==> config.mk <==
export PLATFORM = sky130hd
export DESIGN_NAME = uart_host_master
export DESIGN_NICKNAME = d
export VERILOG_FILES = /design/src/rtl/uart_host_master.sv
export SDC_FILE = /design/constraint.sdc
export NUM_CORES = 1
export LEC_CHECK = 0
export ABC_AREA = 1
export CORE_MARGIN = 2
export CORE_UTILIZATION = 35
export DETAILED_ROUTE_END_ITERATION = 12
export GPL_TIMING_DRIVEN = 1
export PLACE_DENSITY_LB_ADDON = 0.05
export SYNTH_ARGS = -nofsm -noshare
export SYNTH_HDL_FRONTEND = slang
export SYNTH_SLANG_ARGS = --single-unit
==> constraint.sdc <==
create_clock -name clk -period 2.5 [get_ports clk]
set_input_delay 0.5 -clock clk [delete_from_list [all_inputs] [get_ports clk]]
set_output_delay 0.5 -clock clk [all_outputs]
set_load 0.02 [all_outputs]
==> src/rtl/uart_host_master.sv <==
// uart_host_master
//   Host-side bus initiator for the UART register block. After reset it
//   programs the divisor latch, line control, FIFO control, interrupt enable
//   and modem control registers. It then loops: wait a few idle cycles, read
//   LS, and service at most one receive (RB read) or one transmit (TR write).
//   Receive-line error bits seen in LS are kept as sticky flags.
//
// Ports
//   clk, wb_rst_i          clock, asynchronous active-high reset
//   wb_addr_o/dat_o        register address and write data to the UART block
//   wb_we_o, wb_re_o       single-cycle write / read strobes (never together)
//   wb_dat_i               read data, valid the cycle after wb_re_o
//   tx_data/valid/ready    transmit byte stream (one-byte buffer)
//   rx_data/valid/ready    receive byte stream
//   init_done              configuration sequence finished
//   err_flags, err_clr     sticky {LS[7],LS[4],LS[3],LS[2],LS[1]} and clear
module uart_host_master #(
  parameter logic [15:0] DIVISOR  = 16'd27,
  parameter logic [7:0]  LCR_VAL  = 8'h03,
  parameter logic [7:0]  FCR_VAL  = 8'hC6,
  parameter logic [7:0]  IER_VAL  = 8'h00,
  parameter logic [4:0]  MCR_VAL  = 5'h03,
  parameter int unsigned POLL_GAP = 4
) (
  input  logic       clk,
  input  logic       wb_rst_i,
  output logic [2:0] wb_addr_o,
  output logic [7:0] wb_dat_o,
  output logic       wb_we_o,
  output logic       wb_re_o,
  input  logic [7:0] wb_dat_i,
  input  logic [7:0] tx_data,
  input  logic       tx_valid,
  output logic       tx_ready,
  output logic [7:0] rx_data,
  output logic       rx_valid,
  input  logic       rx_ready,
  output logic       init_done,
  output logic [4:0] err_flags,
  input  logic       err_clr
);

  localparam logic [2:0] ADDR_RB = 3'd0;
  localparam logic [2:0] ADDR_IE = 3'd1;
  localparam logic [2:0] ADDR_FC = 3'd2;
  localparam logic [2:0] ADDR_LC = 3'd3;
  localparam logic [2:0] ADDR_MC = 3'd4;
  localparam logic [2:0] ADDR_LS = 3'd5;
  localparam logic [3:0] GAP_LAST = 4'(POLL_GAP - 1);

  typedef enum logic [3:0] {
    S_INIT, S_GAP, S_POLL, S_POLL_CAP, S_DECIDE, S_TX_WR, S_RX_RD, S_RX_CAP
  } state_t;

  state_t      state_q, state_d;
  logic [2:0]  init_cnt_q, init_cnt_d;
  logic [3:0]  gap_cnt_q, gap_cnt_d;
  logic        init_done_q, init_done_d;
  logic [2:0]  addr_q, addr_d;
  logic [7:0]  dat_q, dat_d;
  logic        we_q, we_d;
  logic        re_q, re_d;
  logic [7:0]  lsr_q;
  logic [7:0]  tx_buf_q;
  logic        tx_full_q;
  logic [7:0]  rx_data_q;
  logic        rx_valid_q;
  logic [4:0]  err_q;
  logic [4:0]  err_set;

  // Bus outputs are registered: the comb block decides what the next cycle
  // drives, so the strobe is visible for exactly the cycle spent in the
  // corresponding state and nothing glitches out of the UART block's inputs.
  always_ff @(posedge clk or posedge wb_rst_i) begin
    if (wb_rst_i) begin
      state_q     <= S_INIT;
      init_cnt_q  <= '0;
      gap_cnt_q   <= '0;
      init_done_q <= 1'b0;
      addr_q      <= '0;
      dat_q       <= '0;
      we_q        <= 1'b0;
      re_q        <= 1'b0;
    end else begin
      state_q     <= state_d;
      init_cnt_q  <= init_cnt_d;
      gap_cnt_q   <= gap_cnt_d;
      init_done_q <= init_done_d;
      addr_q      <= addr_d;
      dat_q       <= dat_d;
      we_q        <= we_d;
      re_q        <= re_d;
    end
  end

  always_comb begin
    state_d     = state_q;
    init_cnt_d  = init_cnt_q;
    gap_cnt_d   = '0;
    init_done_d = init_done_q;
    addr_d      = addr_q;
    dat_d       = dat_q;
    we_d        = 1'b0;
    re_d        = 1'b0;
    case (state_q)
      S_INIT: begin
        // Seven back-to-back writes; DLAB is set by the first LC write and
        // dropped by the second, so RB/IE in between hit DL1/DL2.
        if (init_cnt_q == 3'd7) begin
          init_done_d = 1'b1;
          state_d     = S_GAP;
        end else begin
          we_d       = 1'b1;
          init_cnt_d = init_cnt_q + 3'd1;
          case (init_cnt_q)
            3'd0:    begin addr_d = ADDR_LC; dat_d = LCR_VAL | 8'h80; end
            3'd1:    begin addr_d = ADDR_RB; dat_d = DIVISOR[7:0];    end
            3'd2:    begin addr_d = ADDR_IE; dat_d = DIVISOR[15:8];   end
            3'd3:    begin addr_d = ADDR_LC; dat_d = LCR_VAL & 8'h7F; end
            3'd4:    begin addr_d = ADDR_FC; dat_d = FCR_VAL;         end
            3'd5:    begin addr_d = ADDR_IE; dat_d = IER_VAL;         end
            default: begin addr_d = ADDR_MC; dat_d = {3'b000, MCR_VAL}; end
          endcase
        end
      end
      S_GAP: begin
        // Idle spacing lets RB pops and LS status settle before the next poll.
        if (gap_cnt_q == GAP_LAST) begin
          state_d = S_POLL;
          re_d    = 1'b1;
          addr_d  = ADDR_LS;
        end else begin
          gap_cnt_d = gap_cnt_q + 4'd1;
        end
      end
      S_POLL:     state_d = S_POLL_CAP;
      S_POLL_CAP: state_d = S_DECIDE;
      S_DECIDE: begin
        // Receive wins over transmit; an unaccepted rx byte blocks RB reads.
        if (lsr_q[0] && !rx_valid_q) begin
          state_d = S_RX_RD;
          re_d    = 1'b1;
          addr_d  = ADDR_RB;
        end else if (lsr_q[5] && tx_full_q) begin
          state_d = S_TX_WR;
          we_d    = 1'b1;
          addr_d  = ADDR_RB;
          dat_d   = tx_buf_q;
        end else begin
          state_d = S_GAP;
        end
      end
      S_TX_WR:  state_d = S_GAP;
      S_RX_RD:  state_d = S_RX_CAP;
      S_RX_CAP: state_d = S_GAP;
      default:  state_d = S_GAP;
    endcase
  end

  assign err_set = (state_q == S_POLL_CAP) ?
                   {wb_dat_i[7], wb_dat_i[4], wb_dat_i[3], wb_dat_i[2], wb_dat_i[1]} : 5'b0;

  // Datapath: LS capture, one-byte tx buffer, rx holding register and the
  // sticky error flags (new error bits win over a simultaneous clear).
  always_ff @(posedge clk or posedge wb_rst_i) begin
    if (wb_rst_i) begin
      lsr_q      <= '0;
      tx_buf_q   <= '0;
      tx_full_q  <= 1'b0;
      rx_data_q  <= '0;
      rx_valid_q <= 1'b0;
      err_q      <= '0;
    end else begin
      if (state_q == S_POLL_CAP) begin
        lsr_q <= wb_dat_i;
      end
      if (tx_valid && tx_ready) begin
        tx_buf_q  <= tx_data;
        tx_full_q <= 1'b1;
      end else if (state_q == S_TX_WR) begin
        tx_full_q <= 1'b0;
      end
      if (state_q == S_RX_CAP) begin
        rx_data_q  <= wb_dat_i;
        rx_valid_q <= 1'b1;
      end else if (rx_valid_q && rx_ready) begin
        rx_valid_q <= 1'b0;
      end
      err_q <= err_clr ? err_set : (err_q | err_set);
    end
  end

  assign wb_addr_o = addr_q;
  assign wb_dat_o  = dat_q;
  assign wb_we_o   = we_q;
  assign wb_re_o   = re_q;
  assign init_done = init_done_q;
  assign tx_ready  = ~tx_full_q & init_done_q;
  assign rx_data   = rx_data_q;
  assign rx_valid  = rx_valid_q;
  assign err_flags = err_q;

endmodule

After elaboration in Yosys (flattened, before gate mapping)
Index checks and enable logic that the tools add are counted.

word-level totals
  register bits = 54
  bits of input ports = 21
  output and inout port bits = 29
  logic and storage cells = 89

operators by class
  add/sub/neg operators = 2
  equality and inequality tests = 20
  multiplexer cells = 31
  bitwise gates (word level) = 4
  reduce and logical (&&, ||, !) cells = 18

operators by type and width
  cell                                                                   number
  8-bit one-hot mux with 4 select lines                                  1
  8-bit 2-to-1 mux                                                       3
  4-bit one-hot mux with 6 select lines                                  1
  3-bit 2-to-1 mux                                                       6
  4-bit by 3-bit equality test with 1-bit output, second input constant  4
  4-bit 2-to-1 mux                                                       4
  8-bit one-hot mux with 2 select lines                                  1
  4-bit by 2-bit equality test with 1-bit output, second input constant  3
  3-bit one-hot mux with 4 select lines                                  1
  5-bit 2-to-1 mux                                                       2
  2-bit != test, second input constant                                   5
  3-bit equality test, second input constant                             3
  1-bit 2-to-1 mux                                                       9
  3-bit one-hot mux with 3 select lines                                  1
  4-bit AND reduction                                                    2
  3-bit by 2-bit equality test with 1-bit output, second input constant  2
  2-bit AND reduction                                                    3
  2-bit nonzero test                                                     3
  5-bit bitwise OR                                                       1
  4-bit by 1-bit adder with 4-bit output, second input constant          1
  4-bit by 1-bit equality test with 1-bit output, second input constant  1
  1-bit logical AND                                                      4
  4-bit logical NOT                                                      1
  1-bit one-hot mux with 2 select lines                                  2
  9 further kinds                                                        11

Depth between registers and ports, before layout
Gate-level depths: netlist (run 1).

  depth in word-level cells = 5
  gate-level depth with buffers = 9
  mapped depth without buffers = 9

Least setup slack after synthesis (run 1)
No wires, ideal clock.

  path kind = reg2reg
  from = register init_done_q (netlist: init_done)
  to = register tx_buf_q[0]
  setup time = 0.125 ns
  data arrival time = 1.448 ns
  required time = 2.375 ns
  slack = 0.927 ns
  cell stages (with the launch flop) = 5
  clock period less this slack = 1.573 ns
  cell sequence = dfrtp_1 inv_1 nor2_1 nand2_1 mux2_2

between the ends
  cells in the longest elaborated chain, start to end = 2

RTL lines
  element                   line  RTL
  start: declaration        58    logic init_done_q, init_done_d;
  start signal: assignment  88    init_done_q <= init_done_d;
  1-bit bitwise AND         198   assign tx_ready = ~tx_full_q & init_done_q;
  via tx_ready              34    output logic tx_ready,
  1-bit logical AND         177   if (tx_valid && tx_ready) begin
  end signal: assignment    178   tx_buf_q <= tx_data;
  end: declaration          64    logic [7:0] tx_buf_q;

The timed path passes the listed nets, and every way through them passes these cells.
A chain may end at the register's enable or synchronous reset.

Final worst setup path (run 1)
  from = register tx_full_q
  to = output tx_ready

between the ends
  cells in the longest elaborated chain, start to end = 2

RTL lines
  element                   line  RTL
  start: declaration        65    logic tx_full_q;
  start signal: assignment  169   tx_full_q <= 1'b0;
  start signal: assignment  179   tx_full_q <= 1'b1;
  start signal: assignment  181   tx_full_q <= 1'b0;
  1-bit NOT                 198
  1-bit bitwise AND         198
  end: declaration          34

No other way between the ends.

==> flow_metrics.tcl, run 1 <==
set metrics [dict create \
    switchingPower_mw 1.10 \
    worstPathArrival_ns 1.54 \
    finalHoldViolations 0 \
    clk_latency_ns 0.30 \
    dieArea_um2 7020 \
    relSlewSlack_pct 72.0 \
    synth_nets 270 \
    via_per_inst 4.43 \
    p_int_mw 1.91 \
    ant_nets 0 \
    cts_max_level 2 \
    io_pins 50 \
    fin_skew_ns 0.00385 \
    ctsResizeCount 0 \
    root_buffer "clkbuf_8" \
    vias 1657 \
    grt_max_degree 50 \
    met3_length_um 213 \
    ir_drop_uv 507 \
    drtIter0Drc 69 \
    grt_pass1_wl_mm 7.86 \
    num_rows 29 \
    grt.overflow.total 0 \
    cts_tree "built" \
    total_power_mw 3.02 \
    syn_to_final_growth_pct 31.0 \
    powerDensity_nw_per_um2 1030 \
    rsz0062_at_grt "no" \
    hold_slack_ns 0.470 \
    p_leak_nw 1.44 \
    maxCapViolations 0 \
    endpoint_kind "output port" \
    first_global_vias 1700 \
    worstSetupPathType "register to output port" \
    antennaDiodeCount 0 \
    drive_above_1_share_pct 9.43 \
    cts_buffers 5 \
    synthDistinctLibCells 23 \
    drtPass1Iterations 4 \
    dpl.hpwl_mm 3.29 \
    dpl-instance-area_um2 2810 \
    design_area_um2 2920 \
    seqPwrFrac_pct 40.8 \
    cts.sinks 49 \
    gp_congestion 0.829 \
    fillers 640 \
    die_y_um 83.8 \
    grt_usage_pct 13.7 \
    post_cts_buffers 0 \
    die_x_um 83.8 \
    outcome "complete, no violations" \
    syn_inst 242 \
    wl_met2_mm 2.04 \
    layout_common_cells "nand2_1, dfrtp_1, clkdlybuf4s50_1" \
    switching_share_pct 36.6 \
    clkTransAtPathRegs_ns 0.09 \
    core_area_um2 6240 \
    clock_path_buffers 2 \
    setup_viol 0 \
    syn_avg_cell_area_um2 9.21 \
    cp.required_ns 2.00 \
    hold_path_class "register to register" \
    ys_seq_area_share_pct 55.0 \
    period_minus_slack_ns 2.04 \
    ys_ff_latch 49 \
    pwr-share-clk_pct 19.2 \
    netlist_area_um2 2230 \
    ys_warn_count 0 \
    worstMarginPinSlew_ns 0.419 \
    combinationalPowerShare_pct 40.0 \
    dr.max_layer_used "met4" \
    num-nets-final 324 \
    wl_per_cell_um 12.0 \
    max_freq_mhz 490 \
    antenna_found_initial 0 \
    tns_ns 0 \
    port_buffers 49 \
    wl_met1_mm 2.17 \
    routed_wirelength_mm 4.48 \
    cts_hold_buf 0 \
    critPathMaxFanout 4 \
    slew_violations 0 \
    start_util_pct 35.7 \
    period_share_pct 81.7 \
    layout_commonest_cell "nand2_1" \
    drc 0 \
    crit_path_start_kind "register" \
]
## power by group through the flow
stage / Sequential, mW / Combinational (mW) / Clock (mW)
4_1_cts: 1.24 / 1.23 / 0.602
5_1_grt: 1.28 / 1.33 / 0.640
3_5_place_dp: 1.25 / 1.22 / 0
2_1_floorplan: 1.39 / 0.605 / 0
6_report: 1.23 / 1.21 / 0.579
3_3_place_gp: 1.25 / 1.22 / 0
## cells by family (layout without fill, tap and decap cells)
| logic type | Yosys count | in the layout | synth area share, % |
|---|---|---|---|
| simple gates | 113 | 113 | 21.1 |
| fa+ha+maj | 7 | 7 | 3.93 |
| compound gates | 26 | 26 | 6.51 |
| mux | 12 | 12 | 6.06 |
| buf+inv | 32 | 87 | 6.23 |
| flops | 49 | 49 | 55.0 |
| xor+xnor | 3 | 3 | 1.18 |
## metal layers
layer	up-vias	global-route usage, %
li1	872	-
met2	36	22.5
met3	6	3.76
met4	0	3.96
met5	-	0
met1	743	17.9
## final cells by class
class | count | area, µm² | share of cell area (%)
clock buffers | 5 | 68.8 | 2.36
clock inverters | 3 | 43.8 | 1.50
inverters | 29 | 111 | 3.81
multi-input cells | 161 | 863 | 29.6
flip-flops and latches | 49 | 1230 | 42.0
well taps | 77 | 96.3 | 3.30
repair buffers | 50 | 510 | 17.5
## worst paths after layout
path | from | to | slack [ns] | cells after the start
max reg2reg | init_cnt_q[0] | wb_dat_o[5] | 0.79 | 7
max in group asynchronous | wb_rst_i | state_q[0] | 1.72 | 3
min | gap_cnt_q[0] | gap_cnt_q[0] | 0.47 | 1
min reg2reg | gap_cnt_q[0] | gap_cnt_q[0] | 0.47 | 1
max | tx_full_q | tx_ready | 0.46 | 2
min in group asynchronous | wb_rst_i | err_flags[2] | 0.55 | 3
## sequential cells by signal, indices dropped and copies added (netlist names), 2 cells and up
register    count
err_flags       5
gap_cnt_q       4
init_cnt_q      3
lsr_q           2
rx_data         8
state_q         3
tx_buf_q        8
wb_addr_o       3
wb_dat_o        8
## synth_stat cells
library cell | number | area [µm²]
buf_2 | 1 | 5.00
buf_6 | 2 | 22.5
nand3_1 | 16 | 80.1
o22ai_1 | 1 | 6.26
a21oi_1 | 4 | 20.0
nand4_1 | 1 | 6.26
xnor2_1 | 1 | 8.76
nand3b_2 | 1 | 11.3
o21ai_4 | 1 | 16.3
inv_4 | 1 | 6.26
o21a_1 | 1 | 7.51
mux2_2 | 12 | 135
dfrtp_1 | 49 | 1230
xor2_1 | 2 | 17.5
ha_1 | 7 | 87.6
o21ai_0 | 19 | 95.1
or2_1 | 2 | 12.5
nor2_1 | 13 | 48.8
inv_1 | 27 | 101
inv_2 | 1 | 3.75
nand2_2 | 1 | 6.26
nand2_1 | 78 | 293
nor2_4 | 1 | 11.3
## per-stage QoR
| step | setup slack (ns) | std cells | utilization (%) |
|---|---|---|---|
| global placement | 0.758 | 366 | 45.0 |
| CTS | 0.425 | 374 | 46.8 |
| global route | 0.401 | 374 | 46.8 |
| detailed placement | 0.759 | 366 | 45.0 |
| floorplan | 0.827 | 242 | - |
| finish | 0.457 | 374 | 46.8 |
## worst max-delay path, cell delays in order (launching register included)
cell and delay [ns]:
dfrtp_1 0.42, nor2_1 0.19, clkdlybuf4s50_1 0.63
(Power assumes the default switching activity.)
==> run 2: changes to the inputs <==
==> constraint.sdc (replaced) <==
create_clock -name clk -period 1.9 [get_ports clk]
set_input_delay 0.38 -clock clk [delete_from_list [all_inputs] [get_ports clk]]
set_output_delay 0.38 -clock clk [all_outputs]
set_load 0.02 [all_outputs]
==> run 2 against run 1 <==
Design area fell by 0.94%. Final cell count did not move. Worst setup slack worse by 0.29 ns. Clock-buffer cell count up 1. Utilization is 0.44 points lower. Sequential power grew 33%. Non-clock buffer count is the same.
==> flow_metrics.tcl, run 2 (synthesized netlist as in run 1, its figures left out) <==
set metrics [dict create \
    cp_slowest_cell "dfrtp_1" \
    cpPeakStageDelay_ns 0.41 \
    crit_chain "ha_1, ha_1, nand3b_2, o21ai_4, inv_2, nand2_1, nand2_1" \
    num_rows 29 \
    routed_wirelength_mm 4.53 \
    rr_startpoint "init_cnt_q[0]" \
    via_per_inst 4.54 \
    hold_slack_ns 0.426 \
    setup_viol 0 \
    layout_commonest_cell "nand2_1" \
    path_buf_inv 1 \
    hold_path_class "primary input to async pin" \
    first_global_vias 1708 \
    syn_to_final_growth_pct 29.8 \
    p_leak_nw 1.43 \
    cts.sinks 49 \
    endpoint_kind "register" \
    rsz0062_at_grt "no" \
    period_share_pct 91.1 \
    die_y_um 83.8 \
    fin_skew_ns 0.00296 \
    period_minus_slack_ns 1.73 \
    core_area_um2 6240 \
    relSlewSlack_pct 71.9 \
    total_power_mw 3.83 \
    outcome "complete, no violations" \
    ctsResizeCount 1 \
    ir_drop_uv 624 \
    drtPass1Iterations 4 \
    regArea_um2 1230 \
    crit_family "simple AND/OR/NAND/NOR gates" \
    worstPathArrival_ns 1.93 \
    drtIter0Drc 54 \
    powerDensity_nw_per_um2 1320 \
    cts_hold_buf 0 \
    antenna_found_initial 0 \
    dpl.hpwl_mm 3.32 \
    die_x_um 83.8 \
    slew_violations 0 \
    wl_per_cell_um 12.1 \
    postLayoutCoreUtil_pct 46.4 \
    finalHoldViolations 0 \
    clkTransAtPathRegs_ns 0.09 \
    worstSetupPathType "register to register" \
    num-nets-final 324 \
    cp.required_ns 2.10 \
    maxCapViolations 0 \
    start_util_pct 35.7 \
    worstMarginPinSlew_ns 0.420 \
    cts_tree "built" \
    post_cts_buffers 0 \
    critPathMaxFanout 10 \
    io_pins 50 \
    clock_path_buffers 2 \
    tns_ns 0 \
    root_buffer "clkbuf_8" \
    grt_pass1_wl_mm 8.04 \
    max_freq_mhz 578 \
    clk_latency_ns 0.30 \
    grt_usage_pct 14.2 \
    drive_above_1_share_pct 9.09 \
    crit_path_start_kind "register" \
    cts_buffers 5 \
    fillers 646 \
    ant_nets 0 \
    dieArea_um2 7020 \
    layout_common_cells "nand2_1, dfrtp_1, clkdlybuf4s50_1" \
    vias 1699 \
    port_buffers 49 \
    cp-startpoint "init_cnt_q[0]" \
    multi_input_area_um2 863 \
    drc 0 \
    cts_max_level 2 \
    antennaDiodeCount 0 \
    gp_congestion 0.792 \
    grt_max_degree 50 \
    grt.overflow.total 0 \
]
==> run 2: cell types whose count changed in the layout (fill, tap and decap cells not counted) <==
cell and delta:
bufinv_16 -1, clkbuf_1 +1, clkdlybuf4s50_1 -1, dlygate4sd2_1 +1
==> run 2: final cells by class <==
type                       count  share of cell area [%]
inverter                      29                    3.85
sequential                    49                    42.4
multi-input combinational    161                    29.8
tap                           77                    3.33
clock inverter                 2                   0.476
timing repair buffer          50                    17.6
clock buffer                   6                    2.51
==> run 2: report_power, final <==
part | total [mW] | switching, mW | internal [mW] | leakage [nW]
Clock | 0.623 | 0.360 | 0.263 | 0.0456
Combinational | 1.57 | 0.857 | 0.713 | 0.780
Sequential | 1.63 | 0.235 | 1.40 | 0.600
Total | 3.83 | 1.45 | 2.38 | 1.43
==> run 2: metal layers <==
layer  wire (µm)  vias to the layer above  global-route usage (%)  part of all wire (%)
met2        2030                       39                    22.2                    45
met5           0                        -                       0                     0
met4          27                        0                    3.52                  0.60
li1            -                      872                       -                     -
met1        2280                      786                    19.7                    50
met3         193                        2                    3.76                   4.3
==> run 2: metrics by stage <==
| stage | setup WS (ns) | cells | instance area, µm² |
|---|---|---|---|
| 2_1_floorplan | 0.327 | 242 | 2230 |
| 3_3_place_gp | 0.207 | 366 | 2810 |
| 3_5_place_dp | 0.165 | 366 | 2810 |
| 4_1_cts | 0.141 | 374 | 2890 |
| 5_1_grt | 0.0323 | 374 | 2890 |
| 6_report | 0.170 | 374 | 2890 |
==> run 2: path summary, 6_finish.rpt <==
kind | endpoint | slack [ns] | cells past startpoint
min in group clk | gap_cnt_q[0] | 0.47 | 1
hold reg to reg | gap_cnt_q[0] | 0.47 | 1
hold / removal | err_flags[2] | 0.43 | 3
setup reg to reg | wb_dat_o[5] | 0.17 | 7
max in group asynchronous | state_q[1] | 1.24 | 3
setup / recovery | wb_dat_o[5] | 0.17 | 7
==> run 2: tightest hold or removal path, cell delays in order <==
cell and delay [ns]:
clkdlybuf4s50_1 0.41, inv_2 0.07, buf_12 0.25
